$ cat src/rtl/vga_timing_gen.sv
`default_nettype none
// vga_timing_gen: pixel-strobed raster timing (sync, active video, coordinates, line/frame markers).
// Optional macro VGA_TEST_PATTERN_EN adds a 12-bit colour-bar output rgb.
module vga_timing_gen #(
    parameter int unsigned H_ACTIVE = 640,
    parameter int unsigned H_FP     = 16,
    parameter int unsigned H_SYNC   = 96,
    parameter int unsigned H_BP     = 48,
    parameter int unsigned V_ACTIVE = 480,
    parameter int unsigned V_FP     = 10,
    parameter int unsigned V_SYNC   = 2,
    parameter int unsigned V_BP     = 33,
    parameter int unsigned SYNC_POL = 0
) (
    input  logic       clk,
    input  logic       reset_n,
    input  logic       pix_en,
    output logic       hsync,
    output logic       vsync,
    output logic       video_on,
    output logic [9:0] x_pos,
    output logic [9:0] y_pos,
    output logic       line_start,
    output logic       frame_start,
    output logic [7:0] frame_count
`ifdef VGA_TEST_PATTERN_EN
    ,
    output logic [11:0] rgb
`endif
);

    localparam int unsigned H_TOTAL = H_ACTIVE + H_FP + H_SYNC + H_BP;
    localparam int unsigned V_TOTAL = V_ACTIVE + V_FP + V_SYNC + V_BP;

    localparam logic [9:0] H_LAST       = 10'(H_TOTAL - 1);
    localparam logic [9:0] V_LAST       = 10'(V_TOTAL - 1);
    localparam logic [9:0] H_VIS        = 10'(H_ACTIVE);
    localparam logic [9:0] V_VIS        = 10'(V_ACTIVE);
    localparam logic [9:0] H_SYNC_START = 10'(H_ACTIVE + H_FP);
    localparam logic [9:0] H_SYNC_END   = 10'(H_ACTIVE + H_FP + H_SYNC - 1);
    localparam logic [9:0] V_SYNC_START = 10'(V_ACTIVE + V_FP);
    localparam logic [9:0] V_SYNC_END   = 10'(V_ACTIVE + V_FP + V_SYNC - 1);
    localparam logic       SYNC_ON      = (SYNC_POL != 0);

    logic [9:0] h_count;
    logic [9:0] v_count;
    logic [9:0] h_next;
    logic [9:0] v_next;
    logic       h_wrap;
    logic       vis_next;
    logic       hsync_next;
    logic       vsync_next;

    // Outputs are derived from the next counts so they land on the same edge as x_pos/y_pos.
    always_comb begin
        h_wrap     = (h_count == H_LAST);
        h_next     = h_wrap ? 10'd0 : h_count + 10'd1;
        v_next     = v_count;
        if (h_wrap) begin
            v_next = (v_count == V_LAST) ? 10'd0 : v_count + 10'd1;
        end
        vis_next   = (h_next < H_VIS) && (v_next < V_VIS);
        hsync_next = ((h_next >= H_SYNC_START) && (h_next <= H_SYNC_END)) ? SYNC_ON : ~SYNC_ON;
        vsync_next = ((v_next >= V_SYNC_START) && (v_next <= V_SYNC_END)) ? SYNC_ON : ~SYNC_ON;
    end

`ifdef VGA_TEST_PATTERN_EN
    localparam logic [9:0] BAR_W = 10'(H_ACTIVE / 8);

    logic [9:0]  bar_idx;
    logic [11:0] bar_rgb;

    always_comb begin
        bar_idx = h_next / BAR_W;
        bar_rgb = 12'h000;
        case (bar_idx)
            10'd0:   bar_rgb = 12'hFFF;
            10'd1:   bar_rgb = 12'hFF0;
            10'd2:   bar_rgb = 12'h0FF;
            10'd3:   bar_rgb = 12'h0F0;
            10'd4:   bar_rgb = 12'hF0F;
            10'd5:   bar_rgb = 12'hF00;
            10'd6:   bar_rgb = 12'h00F;
            default: bar_rgb = 12'h000;
        endcase
    end

    always_ff @(posedge clk or negedge reset_n) begin
        if (!reset_n) begin
            rgb <= 12'h000;
        end else if (pix_en) begin
            rgb <= vis_next ? bar_rgb : 12'h000;
        end
    end
`endif

    always_ff @(posedge clk or negedge reset_n) begin
        if (!reset_n) begin
            h_count     <= H_LAST;
            v_count     <= V_LAST;
            hsync       <= ~SYNC_ON;
            vsync       <= ~SYNC_ON;
            video_on    <= 1'b0;
            line_start  <= 1'b0;
            frame_start <= 1'b0;
            frame_count <= 8'd0;
        end else begin
            line_start  <= 1'b0;
            frame_start <= 1'b0;
            if (pix_en) begin
                h_count     <= h_next;
                v_count     <= v_next;
                hsync       <= hsync_next;
                vsync       <= vsync_next;
                video_on    <= vis_next;
                line_start  <= (h_next == 10'd0);
                frame_start <= (h_next == 10'd0) && (v_next == 10'd0);
                if ((h_next == 10'd0) && (v_next == 10'd0)) begin
                    frame_count <= frame_count + 8'd1;
                end
            end
        end
    end

    assign x_pos = h_count;
    assign y_pos = v_count;

    // Totals must fit the 10-bit counters.
    always_ff @(posedge clk) begin
        assert ((H_TOTAL <= 1024) && (V_TOTAL <= 1024))
            else $error("vga_timing_gen: line or frame total exceeds 1024");
    end

endmodule
`default_nettype wire

$ cat config.mk
export PLATFORM = sky130hd
export DESIGN_NAME = vga_timing_gen
export DESIGN_NICKNAME = d
export VERILOG_FILES = /design/src/rtl/vga_timing_gen.sv
export SDC_FILE = /design/constraint.sdc
export NUM_CORES = 1
export LEC_CHECK = 0
export BUFFER_PORTS_ARGS = -buffer_cell sky130_fd_sc_hd__buf_2
export CORE_ASPECT_RATIO = 0.5
export CORE_MARGIN = 1.5
export CORE_UTILIZATION = 51
export DETAILED_ROUTE_END_ITERATION = 12
export PLACE_DENSITY_LB_ADDON = 0.08
export SLEW_MARGIN = 5
export SYNTH_ARGS = -nofsm -noshare
export SYNTH_HDL_FRONTEND = slang
export SYNTH_SLANG_ARGS = --single-unit
export TNS_END_PERCENT = 50
$ cat constraint.sdc
create_clock -name clk -period 2.7 [get_ports clk]
set_input_delay 0.81 -clock clk [delete_from_list [all_inputs] [get_ports clk]]
set_output_delay 0.81 -clock clk [all_outputs]
set_load 0.01 [all_outputs]
# After elaboration in Yosys (flattened, before gate mapping)
# Cells that the tools add are included.
op_classes:
  add_sub_neg: 3
  order_cmp: 6
  eq_ne: 2
  n_mux: 7
  n_reduce_logical: 7
op_table:
  columns: ["cell", "n"]
  rows:
  - ["two-way mux 10 bit", 3]
  - ["adder 10 x 1 -> 10 bit, second input constant", 2]
  - ["== test 10 bit, second input constant", 2]
  - ["logical NOT 10 bit", 2]
  - [">= comparator 10 bit, second input constant", 1]
  - [">= comparator 10 x 9 -> 1 bit, second input constant", 1]
  - ["less-or-equal comparator 10 bit, second input constant", 1]
  - ["less-or-equal comparator 10 x 9 -> 1 bit, second input constant", 1]
  - ["less-than comparator 10 bit, second input constant", 1]
  - ["less-than comparator 10 x 9 -> 1 bit, second input constant", 1]
  - ["adder 8 x 1 -> 8 bit, second input constant", 1]
  - ["logical AND 1 bit", 4]
  - ["two-way mux 1 bit", 4]
  - ["AND reduction 2 bit", 1]
totals:
  register_bits: 33
  inputBits: 3
  out_inout_bits: 33
  word_cells: 33

# Longest topological paths before layout
# Gate-level depths: netlist of the first run.
depth:
  ltp_word: 6
  ltp_mapped: 9
  depth_no_buf: 9

# Least setup slack after synthesis of the first run
# No wires, ideal clock.
synth_path:
  kind: "reg2reg"
  start: "reg h_count[1] (netlist: x_pos[1])"
  end: "reg frame_count[1]"
  setup_time_ns: 0.128
  arrival_time_ns: 2.896
  required_ns: 2.572
  path_slack_ns: -0.323
  path_stages_with_launch: 10
  n_path_buf: 1
  period_less_slack_ns: 3.023
  cell_sequence: "dfstp_2 > ha_1 > nand4_1 > or3_1 > buf_6 > nor3_1 > xor2_1 > a221o_2 > and4bb_1 > mux2_1"
synth_between:
  elab_chain_cells: 5
  word_cells_on_any_way: 8
  classes_between: "add/sub (1); eq/ne (1); mux (2); reduce/logical (4)"
synth_lines:
  columns: ["item", "line_no", "source"]
  rows:
  - ["start, declared", "45", "logic [9:0] h_count;"]
  - ["start signal, assigned", "111", "h_count <= h_next;"]
  - ["adder 10 x 1 -> 10 bit or == test 10 bit (tied branches)", "57, 56", null]
  - ["two-way mux 10 bit, on equally long branches", "57, 59", null]
  - ["logical NOT 10 bit", "118", "if ((h_next == 10'd0) && (v_next == 10'd0)) begin"]
  - ["logical AND 1 bit *", "118", null]
  - ["AND reduction 2 bit (no line) *", null, null]
  - ["end signal, assigned", "119", "frame_count <= frame_count + 8'd1;"]
  - ["end, declared", "25", "output logic [7:0] frame_count"]
# Mark *: on every way between the ends. The rest lies on a longest branch, timed or not.
# A chain may end at the register's enable or synchronous reset.

# Final worst setup path of the first run
# Same ends and word-level chain as after synthesis.

==> reports/results.ini, run 1 <==
[critical_path]
critPathBufInv = 0
cp.arrival_ps = 2800
crit_family = simple AND/OR/NAND/NOR gates
slowest_delay_ps = 560
required_ps = 2870
crit_path_end_kind = flop
crit_fanout = 3
critical_path.cell_chain = ha_4 > nand4_1 > or3_1 > a311o_1 > nor4_2 > and4bb_2 > mux2_4
startpoint_type = flop
worstSetupPathType = flop to flop
cp_slowest_cell = dfstp_2

[sta]
fmax_mhz = 379
setup_viol = 0
slew_viol_final = 0
worst_pin_slew_ps = 756
final.period_utilization_pct = 97.7
period_minus_slack_ps = 2640
maxSlewHeadroom_pct = 49.6
clock_skew_ps = 3.37
hold_viol_final = 0

[final_layout]
final_cell_mix = buf_2 (35), nand2_1 (27), buf_4 (27), dfrtp_1 (21), nand3_1 (15)
final_util_pct = 67.0
drive_gt1_share_pct = 34.6
fill_cells = 336
n_antenna_cell = 0
layout.nets = 297
final_common_cell = buf_2
final_cell_area_mm2 = 0.00266
multi_input_area_mm2 = 0.00124
ff_latch_area_um2 = 841
area_growth_pct = 24.1

[clocking]
h-tree-depth = 2
cts_sinks = 33
clk_latency_ps = 280
clk_pin_slew_ps = 70
cts_buffers = 5
cts_buffer_depth = 2
tritoncts = yes
cts_root_buf = clkbuf_8
hold_buffers = 0

[logic_synthesis]
syn_area_per_cell_um2 = 9.19
synthesis.nets = 242
ys.flop_type = dfrtp_1
synthCells = 233
ys_ff_latch = 33
yosysSeqAreaShare_pct = 39.3
ys_async_sr_fraction_pct = 100
synthesis.area_mm2 = 0.00214
yosysWarnings = 0
synth_cell_types = 52
synth_edf_count = 0

[grt]
grt_max_degree = 34
grt_pass1_vias = 1824
antenna_found_initial = 0
grt_usage_pct = 24.7
grt-ovfl-total = 0
grt_pass1_wl_mm = 8.83

[power]
internal_power_uw = 1010
ir_drop_mv = 0.285
p_switching_uw = 545
p_leak_uw = 0.00117
total_power_uw = 1560
p_seq_share_pct = 43.1
switching_share_pct = 35.0
clock_power_share_pct = 24.7
power_frac_comb_pct = 32.2
p_per_area_mw_per_mm2 = 586

[die]
initial_utilization_pct = 54.0
dieArea_mm2 = 0.00462
coreArea_mm2 = 0.00396
die_h_um = 48.8
die_x_um = 94.6
boundaryPins = 36
rows = 16

[routing]
drt-total-wl_mm = 5.19
first_pass_iters = 4
wl_per_cell_um = 15.1
ant_nets = 0
vias_per_cell = 5.79
drtIter0Drc = 85
num_vias = 1985
drc = 0

[placed_design]
port_buffers = 35
gp_routability_congestion = 0.840
dp_hpwl_mm = 3.75
dpl_cell_area_mm2 = 0.00250

[run]
max_cap_violations = 0

[hold_path]
worstHoldPathType = flop to flop

[run_status]
status = finished, final reports clean

==> per-stage QoR <==
| step | TNS (ps) | hold slack, ps | setup slack [ps] | std cells |
|---|---|---|---|---|
| floorplan | -106 | 491 | -106 | 233 |
| global placement | 0 | 452 | 134 | 330 |
| detailed placement | 0 | 454 | 58.0 | 330 |
| CTS | 0 | 467 | 48.9 | 338 |
| global route | -11.1 | 511 | -4.35 | 343 |
| finish | 0 | 465 | 62.3 | 343 |
==> cells by family after synthesis <==
kind of cell / synth area share, %
flip-flops: 39.3
adder cells (fa/ha/maj): 3.51
multiplexers: 1.46
buffers and inverters: 4.79
AND/OR/NAND/NOR: 26.9
AO/OA/AOI/OAI: 15.0
XOR/XNOR: 9.00
==> cell usage after synthesis (4+ instances only) <==
cell type | instances | share of area, %
nand3_1 | 15 | 3.5
inv_1 | 8 | 1.4
nand4_1 | 7 | 2.0
clkbuf_1 | 11 | 1.9
nor4_2 | 6 | 3.5
ha_1 | 6 | 3.5
nor2_1 | 13 | 2.3
xnor2_1 | 10 | 4.1
dfstp_2 | 12 | 15
dfrtp_1 | 21 | 25
xor2_1 | 12 | 4.9
nor3_1 | 8 | 1.9
a31oi_1 | 4 | 1.2
o21ai_0 | 13 | 3.0
nand2_1 | 27 | 4.7
a21oi_1 | 7 | 1.6
==> layout make-up <==
cell class	instances	area share (%)
repair buffers	63	14.6
clock buffers	8	3.39
inverters	8	1.13
flip-flops and latches	33	31.7
well taps	54	2.54
multi-input cells	177	46.6
==> power by group through the flow <==
| stage | Sequential (µW) | Clock [µW] | Combinational [µW] |
|---|---|---|---|
| finish | 671 | 384 | 502 |
| global route | 685 | 421 | 551 |
| CTS | 670 | 393 | 497 |
| detailed placement | 676 | 0 | 496 |
| global placement | 676 | 0 | 482 |
| floorplan | 714 | 0 | 273 |
==> flip-flops by register name, summed over array words and instances, names as in the netlist <==
| signal | cells |
|---|---|
| y_pos | 10 |
| x_pos | 10 |
| frame_start | 1 |
| line_start | 1 |
| vsync | 1 |
| video_on | 1 |
| frame_count | 8 |
| hsync | 1 |
==> path summary, 6_finish.rpt <==
path                                 from              to  slack (ps)  cells past startpoint
setup reg to reg                 x_pos[1]  frame_count[1]          60                      7
max in group asynchronous         reset_n        y_pos[1]        1620                      1
setup / recovery                 x_pos[1]  frame_count[1]          60                      7
min in group asynchronous         reset_n  frame_count[6]         590                      1
hold / removal             frame_count[7]  frame_count[7]         460                      1
hold reg to reg            frame_count[7]  frame_count[7]         460                      1
==> repair_timing <==
| action | in CTS | in global routing |
|---|---|---|
| buffers inserted | 0 | 5 |
| setup endpoints to repair | 0 | 6 |
| gates resized for setup | 0 | 5 |
==> metal layers <==
metal  track usage [%]  part of all wire [%]  vias up
met2              39.0                    46       71
met1              34.6                    46      962
met5                 0                     0        -
li1                  -                     -      945
met4              5.97                  0.79        0
met3              5.61                   6.8        7
Note: power is estimated with default switching activity, not from simulation.
==> inputs of run 2 (changes only) <==
Settings changed: GPL_TIMING_DRIVEN set to 0.
==> run 2 against run 1 <==
Clock power barely moved. Total power fell by 0.28%. Count of clock-buffer cells in the layout fell by 1. Largest cell class unchanged. Critical endpoint unchanged. Utilization rose by 0.22 points. Largest power group unchanged. Clock skew fell by 1.7 ps. Global-route usage fell by 1.0 points. Sequential share of layout area fell by 0.10 points. The flow now finishes with violations (setup timing). Register-to-register slack got worse by 180 ps.
==> reports/results.ini, run 2 (same netlist as run 1, synthesis figures left out) <==
[placed_design]
pre_cts_ws_ps = -472  ; -530 ps
gp_routability_congestion = 0.877  ; +4.4%
port_buffers = 34  ; -2.9%
dp_cells = 321  ; -2.7%
dp_hpwl_mm = 3.35  ; -11%

[critical_path]
crit_fanout = 8  ; +5
cp.arrival_ps = 2990  ; +190 ps
startpoint_type = flop
worstSetupPathType = flop to flop
required_ps = 2870  ; about the same
crit_path_end_kind = flop

[routing]
first_pass_iters = 4  ; unchanged
drc = 0  ; unchanged
ant_nets = 0  ; unchanged
num_vias = 1940  ; -2.3%
drtIter0Drc = 85  ; unchanged
drt-total-wl_mm = 5.10  ; -1.8%
vias_per_cell = 5.71  ; -1.4%
wl_per_cell_um = 15.0  ; -0.92%

[sta]
hold_slack_ps = 463  ; -1.97 ps
setup_viol = 8  ; +8
clock_skew_ps = 1.67  ; -1.70 ps
final.period_utilization_pct = 104  ; +6.7 points
timing.final.ws_setup_ps = -119  ; -181 ps
hold_viol_final = 0  ; unchanged
rsz0062_at_grt = yes
period_minus_slack_ps = 2820  ; +181 ps
maxSlewHeadroom_pct = 51.1  ; +1.5 points
worst_pin_slew_ps = 734  ; -22.1 ps
fmax_mhz = 355  ; -6.4%
slew_viol_final = 0  ; unchanged

[grt]
use_met2_pct = 36.7  ; -2.4 points
met1_usage_pct = 32.5  ; -2.1 points
grt-ovfl-total = 0  ; unchanged
grt_pass1_wl_mm = 8.29  ; -6.0%
grt_pass1_vias = 1693  ; -7.2%
gr-usage-met3_pct = 6.70  ; +1.1 points
grt_max_degree = 34  ; unchanged
top_usage_layer = met2
antenna_found_initial = 0  ; unchanged
grt_usage_pct = 23.7  ; -1.0 points

[power]
p_leak_uw = 0.00114  ; -2.3%
ir_drop_mv = 0.287  ; +0.78%
p_per_area_mw_per_mm2 = 583  ; -0.61%

[die]
die_h_um = 48.8  ; unchanged
coreArea_mm2 = 0.00396  ; unchanged
dieArea_mm2 = 0.00462  ; unchanged
rows = 16  ; unchanged
initial_utilization_pct = 54.0  ; unchanged
die_x_um = 94.6  ; unchanged
boundaryPins = 36  ; unchanged

[clocking]
cts_buffer_depth = 2  ; unchanged
clk_latency_ps = 280  ; about the same
cts_sinks = 33  ; unchanged
h-tree-depth = 2  ; unchanged
cts_buffers = 5  ; unchanged
cts_root_buf = clkbuf_8
clk_pin_slew_ps = 70  ; about the same
tritoncts = yes
hold_buffers = 0  ; unchanged

[final_layout]
layout.nets = 295  ; -0.67%
area_growth_pct = 24.5
drive_gt1_share_pct = 31.1  ; -3.5 points
fill_cells = 322  ; -4.2%
final_common_cell = buf_2
multi_input_area_mm2 = 0.00128  ; +3.2%
ff_latch_area_um2 = 841  ; unchanged
final_cell_mix = buf_2 (34), nand2_1 (26), dfrtp_1 (21), nand3_1 (15)
n_antenna_cell = 0  ; unchanged
instances_no_fill = 340  ; -0.87%

[run_status]
violations = setup timing
status = complete, but fails checks

[hold_path]
worstHoldPathType = flop to flop

[run]
max_cap_violations = 0  ; unchanged

==> run 2: cell count changes in the layout (fill, tap and decap cells not counted), sizes merged <==
cell / change
buf: -13
clkbuf: +10
==> run 2: critical path, cell delays in order (launching register included) <==
cell and delay [ps]:
dfstp_2 560, ha_4 160, nand4_1 160, or3_4 450, buf_12 150, nor3_4 120
xor2_1 80, a221o_2 350, and4bb_2 360, mux2_4 300
==> run 2: worst paths after layout <==
path | start | end | slack, ps | depth (start not counted)
min reg2reg | frame_count[7] | frame_count[7] | 460 | 1
min in group asynchronous | reset_n | frame_count[0] | 580 | 1
min | frame_count[7] | frame_count[7] | 460 | 1
max | x_pos[0] | frame_count[1] | -120 | 9
max in group asynchronous | reset_n | video_on | 1650 | 1
max reg2reg | x_pos[0] | frame_count[1] | -120 | 9
==> run 2: power by group <==
part,switching (µW),internal [µW]
registers,100,590
clock network,179,202
logic,272,210
==> run 2: layout make-up <==
| class | instances | area share, % |
|---|---|---|
| plain buffers | 13 | 2.49 |
| multi-input cells | 177 | 48.0 |
| flip-flops and latches | 33 | 31.5 |
| well taps | 54 | 2.54 |
| inverters | 8 | 1.13 |
| repair buffers | 48 | 11.1 |
| clock buffers | 7 | 3.24 |
==> run 2: layer usage <==
layer | wire length [µm] | vias up | part of all wire [%]
li1 | - | 943 | -
met1 | 2390 | 935 | 47
met2 | 2330 | 55 | 46
met3 | 325 | 7 | 6.4
met4 | 57 | 0 | 1.1
met5 | 0 | - | 0
==> run 2: what timing repair did <==
| item | 4_1_cts | 5_1_grt |
|---|---|---|
| pin swaps | 4 | 20 |
| resized for setup | 7 | 9 |
| buffers inserted | 10 | 5 |
| endpoints found under the setup margin | 11 | 9 |
==> run 2: stage by stage <==
step	total power, µW	util (%)	setup TNS (ps)	area [µm²]
after CTS	1530	65.2	0	2580
after detailed placement	1130	60.5	-3260	2400
after floorplan	987	-	-106	2160
after global placement	1120	60.5	-3010	2400
final	1550	67.2	-343	2670
after global routing	1640	67.2	-1380	2670
